<file path="config.mk">
export PLATFORM = sky130hd
export DESIGN_NAME = paddle_ai
export DESIGN_NICKNAME = d
export VERILOG_FILES = /design/src/rtl/paddle_ai.sv
export SDC_FILE = /design/constraint.sdc
export NUM_CORES = 1
export LEC_CHECK = 0
export ABC_AREA = 1
export CORE_MARGIN = 3
export CORE_UTILIZATION = 54
export CTS_CLUSTER_SIZE = 25
export DETAILED_ROUTE_END_ITERATION = 6
export PLACE_DENSITY = 0.91
export SLEW_MARGIN = 5
export SYNTH_ARGS = -nofsm -noshare
export SYNTH_HDL_FRONTEND = slang
export SYNTH_SLANG_ARGS = --single-unit
</file>
<file path="constraint.sdc">
create_clock -name PixelClock -period 2.3 [get_ports PixelClock]
set_input_delay 0.345 -clock PixelClock [delete_from_list [all_inputs] [get_ports PixelClock]]
set_output_delay 0.345 -clock PixelClock [all_outputs]
set_load 0.02 [all_outputs]
</file>
<file path="src/rtl/paddle_ai.sv">
// Paddle controller: waits a reaction delay when the ball approaches, then strobes up/down
// requests toward the ball. Define PADDLE_AI_MISS_EN to add LFSR-driven deliberate misses.
module paddle_ai #(
    parameter int oHeight    = 150,
    parameter int deadBand   = 8,
    parameter int reactDelay = 16,
    parameter int moveDiv    = 4
) (
    input  logic        PixelClock,
    input  logic        Reset,
    input  logic        aiEnable,
    input  logic        ballToward,
    input  logic [10:0] ballPosY,
    input  logic [10:0] padPosY,
    output logic [1:0]  butCont,
    output logic [1:0]  aiState
);

    typedef enum logic [1:0] {
        IDLE  = 2'd0,
        WAIT  = 2'd1,
        TRACK = 2'd2,
        MISS  = 2'd3
    } state_t;

    localparam logic [7:0]         REACT_LAST = 8'(reactDelay);
    localparam logic [7:0]         DIV_LAST   = 8'(moveDiv - 1);
    localparam logic signed [12:0] HALF_H     = 13'(oHeight / 2);
    localparam logic signed [12:0] POS_DB     = 13'(deadBand);
    localparam logic signed [12:0] NEG_DB     = 13'(-deadBand);

    state_t             r_state;
    state_t             w_next;
    logic [7:0]         r_react;
    logic [7:0]         r_div;
    logic [1:0]         r_but;
    logic [1:0]         w_req;
    logic               w_active;
    logic               w_wait_done;
    logic               w_strobe;
    logic signed [12:0] w_centre;
    logic signed [12:0] w_ball;
    logic signed [12:0] w_diff;

`ifdef PADDLE_AI_MISS_EN
    logic [7:0] r_lfsr;
    logic       w_fb;

    assign w_fb = r_lfsr[7] ^ r_lfsr[5] ^ r_lfsr[4] ^ r_lfsr[3];
`endif

    assign w_active    = aiEnable & ballToward;
    assign w_wait_done = (r_react == REACT_LAST);

    // One bit wider than the 12-bit signed range so padPosY near 2047 plus half height cannot wrap.
    assign w_centre = signed'(13'(padPosY)) + HALF_H;
    assign w_ball   = signed'(13'(ballPosY));
    assign w_diff   = w_centre - w_ball;

    always_comb begin
        // NOTE: defaults first so every path assigns w_req and no latch is inferred.
        w_req = 2'b00;
        if (w_diff > POS_DB)
            w_req = 2'b10;
        else if (w_diff < NEG_DB)
            w_req = 2'b01;
    end

    always_comb begin
        w_next = r_state;
        case (r_state)
            IDLE:    if (w_active) w_next = WAIT;
`ifdef PADDLE_AI_MISS_EN
            WAIT:    if (w_wait_done) w_next = (r_lfsr[2:0] == 3'b000) ? MISS : TRACK;
`else
            WAIT:    if (w_wait_done) w_next = TRACK;
`endif
            TRACK:   w_next = TRACK;
            MISS:    w_next = MISS;
            default: w_next = IDLE;
        endcase
        if (!w_active)
            w_next = IDLE;
    end

    // A request only leaves the block if TRACK continues, so butCont is 00 whenever state is not TRACK.
    assign w_strobe = (r_state == TRACK) && (w_next == TRACK) && (r_div == 8'd0);

    always_ff @(posedge PixelClock) begin
        if (Reset) begin
            r_state <= IDLE;
            r_react <= 8'd0;
            r_div   <= 8'd0;
            r_but   <= 2'b00;
`ifdef PADDLE_AI_MISS_EN
            r_lfsr  <= 8'hA5;
`endif
        end else begin
            // NOTE: non-blocking assignments so every register samples pre-edge values.
            r_state <= w_next;
            r_react <= (r_state == WAIT) ? r_react + 8'd1 : 8'd0;
            if (r_state == TRACK)
                r_div <= (r_div == DIV_LAST) ? 8'd0 : r_div + 8'd1;
            else
                r_div <= 8'd0;
            r_but   <= w_strobe ? w_req : 2'b00;
`ifdef PADDLE_AI_MISS_EN
            r_lfsr  <= {r_lfsr[6:0], w_fb};
`endif
        end
    end

    assign butCont = r_but;
    assign aiState = r_state;

endmodule

</file>
==> impl_metrics.tcl, run 1 <==
set metrics [dict create \
    crit_path_end "butCont[1]$_SDFF_PP0_" \
    totalWireLength_um 4250 \
    async_flop_share 0 \
    arrival_ns 2.39 \
    syn_area_um2 1870 \
    tightest_slew_ns 0.401 \
    clockBufferDepth 2 \
    top_usage_layer "met2" \
    drc_errors 0 \
    grt_max_degree 11 \
    fin_crit_ns 2.17 \
    maxSlewHeadroom 0.730 \
    clk_pin_slew_ns 0.10 \
    fin_nets 405 \
    synth_area_leaders "dfxtp_1 21%, ha_1 17%, inv_1 12%" \
    p_per_area_nw_per_um2 412 \
    ys_seq_elements 20 \
    cts-root-buf "clkbuf_4" \
    yosys_warnings 0 \
    hpwl_um 3410 \
    gp_congestion 0.863 \
    path_class "input pin to register" \
    max_cap_violations 0 \
    rows 20 \
    met1_usage 0.213 \
    postSynthAreaPerCell_um2 6.40 \
    synthDistinctLibCells 28 \
    vias 1966 \
    wire_per_inst_um 10.8 \
    synth_edf_count 0 \
    stdcell_count 394 \
    p_leak_uw 0.00122 \
    cts_tree "built" \
    hold_path_class "register to register" \
    synth_seq_area_share 0.214 \
    drtPass1Iterations 7 \
    skew_ns 0.00216 \
    clkLatencyLatePin_ns 0.30 \
    antenna_cells 0 \
    max_freq_mhz 460 \
    hold_viol_final 0 \
    grt_use_met3 0.0468 \
    htree_num_levels 1 \
    period_share 0.945 \
    area_growth_pct 33.5 \
    rr_worst_depth 4 \
    r2r-start "r_div[2]$_SDFF_PP0_" \
    antenna_found_initial 0 \
    die_h_um 64.8 \
    crit_path_max_fanout 4 \
    synth.top_cell.area_share 0.214 \
    startpoint_type "input pin" \
    drv_slew 0 \
    grt_util_met2 0.386 \
    synthTopCellsByCount "61 x inv_1, 55 x nand2_1, 37 x nor2_1" \
    tritoncts.num_buffers 3 \
    core_um2 3180 \
    grt_overflow_total 0 \
    reg2reg_to "r_div[2]$_SDFF_PP0_" \
    syn_inst 292 \
    drtIter0Drc 76 \
    drive_above_1_share 0.180 \
    grt_usage 0.199 \
    placed_cells 387 \
    startpoint "ballPosY[4]" \
    critPathRequiredTime_ns 2.51 \
    rrSetupSlack_ns 0.85 \
    syn-num-nets 345 \
    final_util 0.785 \
    synth_most_common_cell "inv_1" \
    setup-violations-final 0 \
    status "finished clean" \
    vdd_drop_max_v 0.000309 \
    start_util 0.588 \
    port_buffers 29 \
    hold_slack_ns 0.481 \
    hp-start "r_react[0]$_SDFF_PP0_" \
    pin_count 30 \
    end_kind "register" \
    die_w_um 64.8 \
    ant_nets 0 \
    synth_top_cell_by_area "dfxtp_1" \
    dieArea_um2 4200 \
    grt_pass1_wl_um 6790 \
    synthFlopType "dfxtp_1" \
    drt-vias-per-instance 4.99 \
    cts_sinks 20 \
    grt_pass1_vias 1763 \
]
[layout by cell type, fill, tap and decap left out, drive strengths merged, types with 3 or more instances in the layout]
master	Yosys	routed
clkdlybuf4s50	0	27
nand3	34	34
a21oi	12	12
inv	62	62
o21ai	5	5
ha	25	25
nor3	8	8
nor2	39	39
dfxtp	20	20
nand2	66	66
nor3b	4	4
nor4	4	4
clkbuf	0	3
buf	0	26
[logic make-up (layout without fill, tap and decap cells)]
| group | after synthesis | in the layout | synth area share |
|---|---|---|---|
| compound gates | 22 | 22 | 0.0710 |
| fa+ha+maj | 27 | 27 | 0.189 |
| buf+inv | 63 | 121 | 0.127 |
| flops | 20 | 20 | 0.214 |
| simple gates | 158 | 158 | 0.390 |
| xor+xnor | 2 | 2 | 0.00938 |
[cell type report]
type,instances,area [um2]
Timing Repair Buffer,55,490
Fill cell,227,684
Inverter,63,236
Tap cell,44,55.1
Multi-Input combinational cell,209,1290
Sequential cell,20,400
Clock buffer,3,22.5
[per-layer routing]
layer  vias up  part of all wire
li1       1041                 -
met3        10             0.048
met4         0             0.017
met2        51              0.52
met1       864              0.42
met5         -                 0
[flip-flops by register name, summed over array words and instances, names as in the netlist]
signal	count
r_div	8
r_react	8
aiState	2
butCont	2
[worst max-delay path, cell delays in order]
cell and delay (ns):
clkdlybuf4s50_1 0.46, inv_1 0.04, ha_1 0.32, ha_4 0.26, or2_4 0.24, nand3_2 0.10
nand2_2 0.07, buf_4 0.14, nand2_1 0.06, nand2_1 0.06, nor2_2 0.09, nand3_1 0.08
nor2_1 0.08, nor2_1 0.04
[power breakdown]
group | switching (uW) | leakage (uW) | total, uW | internal (uW)
Sequential | 1.25 | 0.000161 | 349 | 347
Combinational | 268 | 0.00105 | 514 | 246
Clock | 104 | 0.0000138 | 165 | 61.3
[how the worst min path moves through the flow]
| stage | to | slack, ns | cells after the start |
|---|---|---|---|
| after floorplan | r_react[0]$_SDFF_PP0_ | 0.43 | 1 |
| after global placement | r_react[0]$_SDFF_PP0_ | 0.44 | 1 |
| after detailed placement | r_react[0]$_SDFF_PP0_ | 0.46 | 1 |
| after CTS | r_react[0]$_SDFF_PP0_ | 0.48 | 1 |
| after global routing | r_react[0]$_SDFF_PP0_ | 0.50 | 1 |
| final | r_react[0]$_SDFF_PP0_ | 0.48 | 1 |
[metrics by stage]
stage | cell area (um2) | worst slack [ns] | TNS, ns | total power (uW)
floorplan | 1870 | 0.193 | 0 | 650
global placement | 2380 | -0.305 | -0.597 | 809
detailed placement | 2380 | -0.421 | -0.819 | 828
CTS | 2430 | 0.00329 | 0 | 1000
global route | 2490 | -0.0142 | -0.0142 | 1110
finish | 2490 | 0.127 | 0 | 1030
[what timing repair did]
item                       CTS  global route
hold buffers                 0             0
setup endpoints to repair    2             2
pin swaps                    4             7
gates resized for setup      4            11
setup buffers                3             1
No activity file was read; power rests on OpenSTA's default activity.
==> inputs of run 2 (changes only) <==
--- a/config.mk
+++ b/config.mk
@@ -8,6 +8,7 @@
 export ABC_AREA = 1
 export CORE_MARGIN = 3
 export CORE_UTILIZATION = 54
+export CTS_CLUSTER_DIAMETER = 120
 export CTS_CLUSTER_SIZE = 25
 export DETAILED_ROUTE_END_ITERATION = 6
 export PLACE_DENSITY = 0.91
@@ -15,3 +16,4 @@
 export SYNTH_ARGS = -nofsm -noshare
 export SYNTH_HDL_FRONTEND = slang
 export SYNTH_SLANG_ARGS = --single-unit
+export TNS_END_PERCENT = 1
==> results of run 2 <==
Final layout, timing and power as in run 1 (identical DEF).
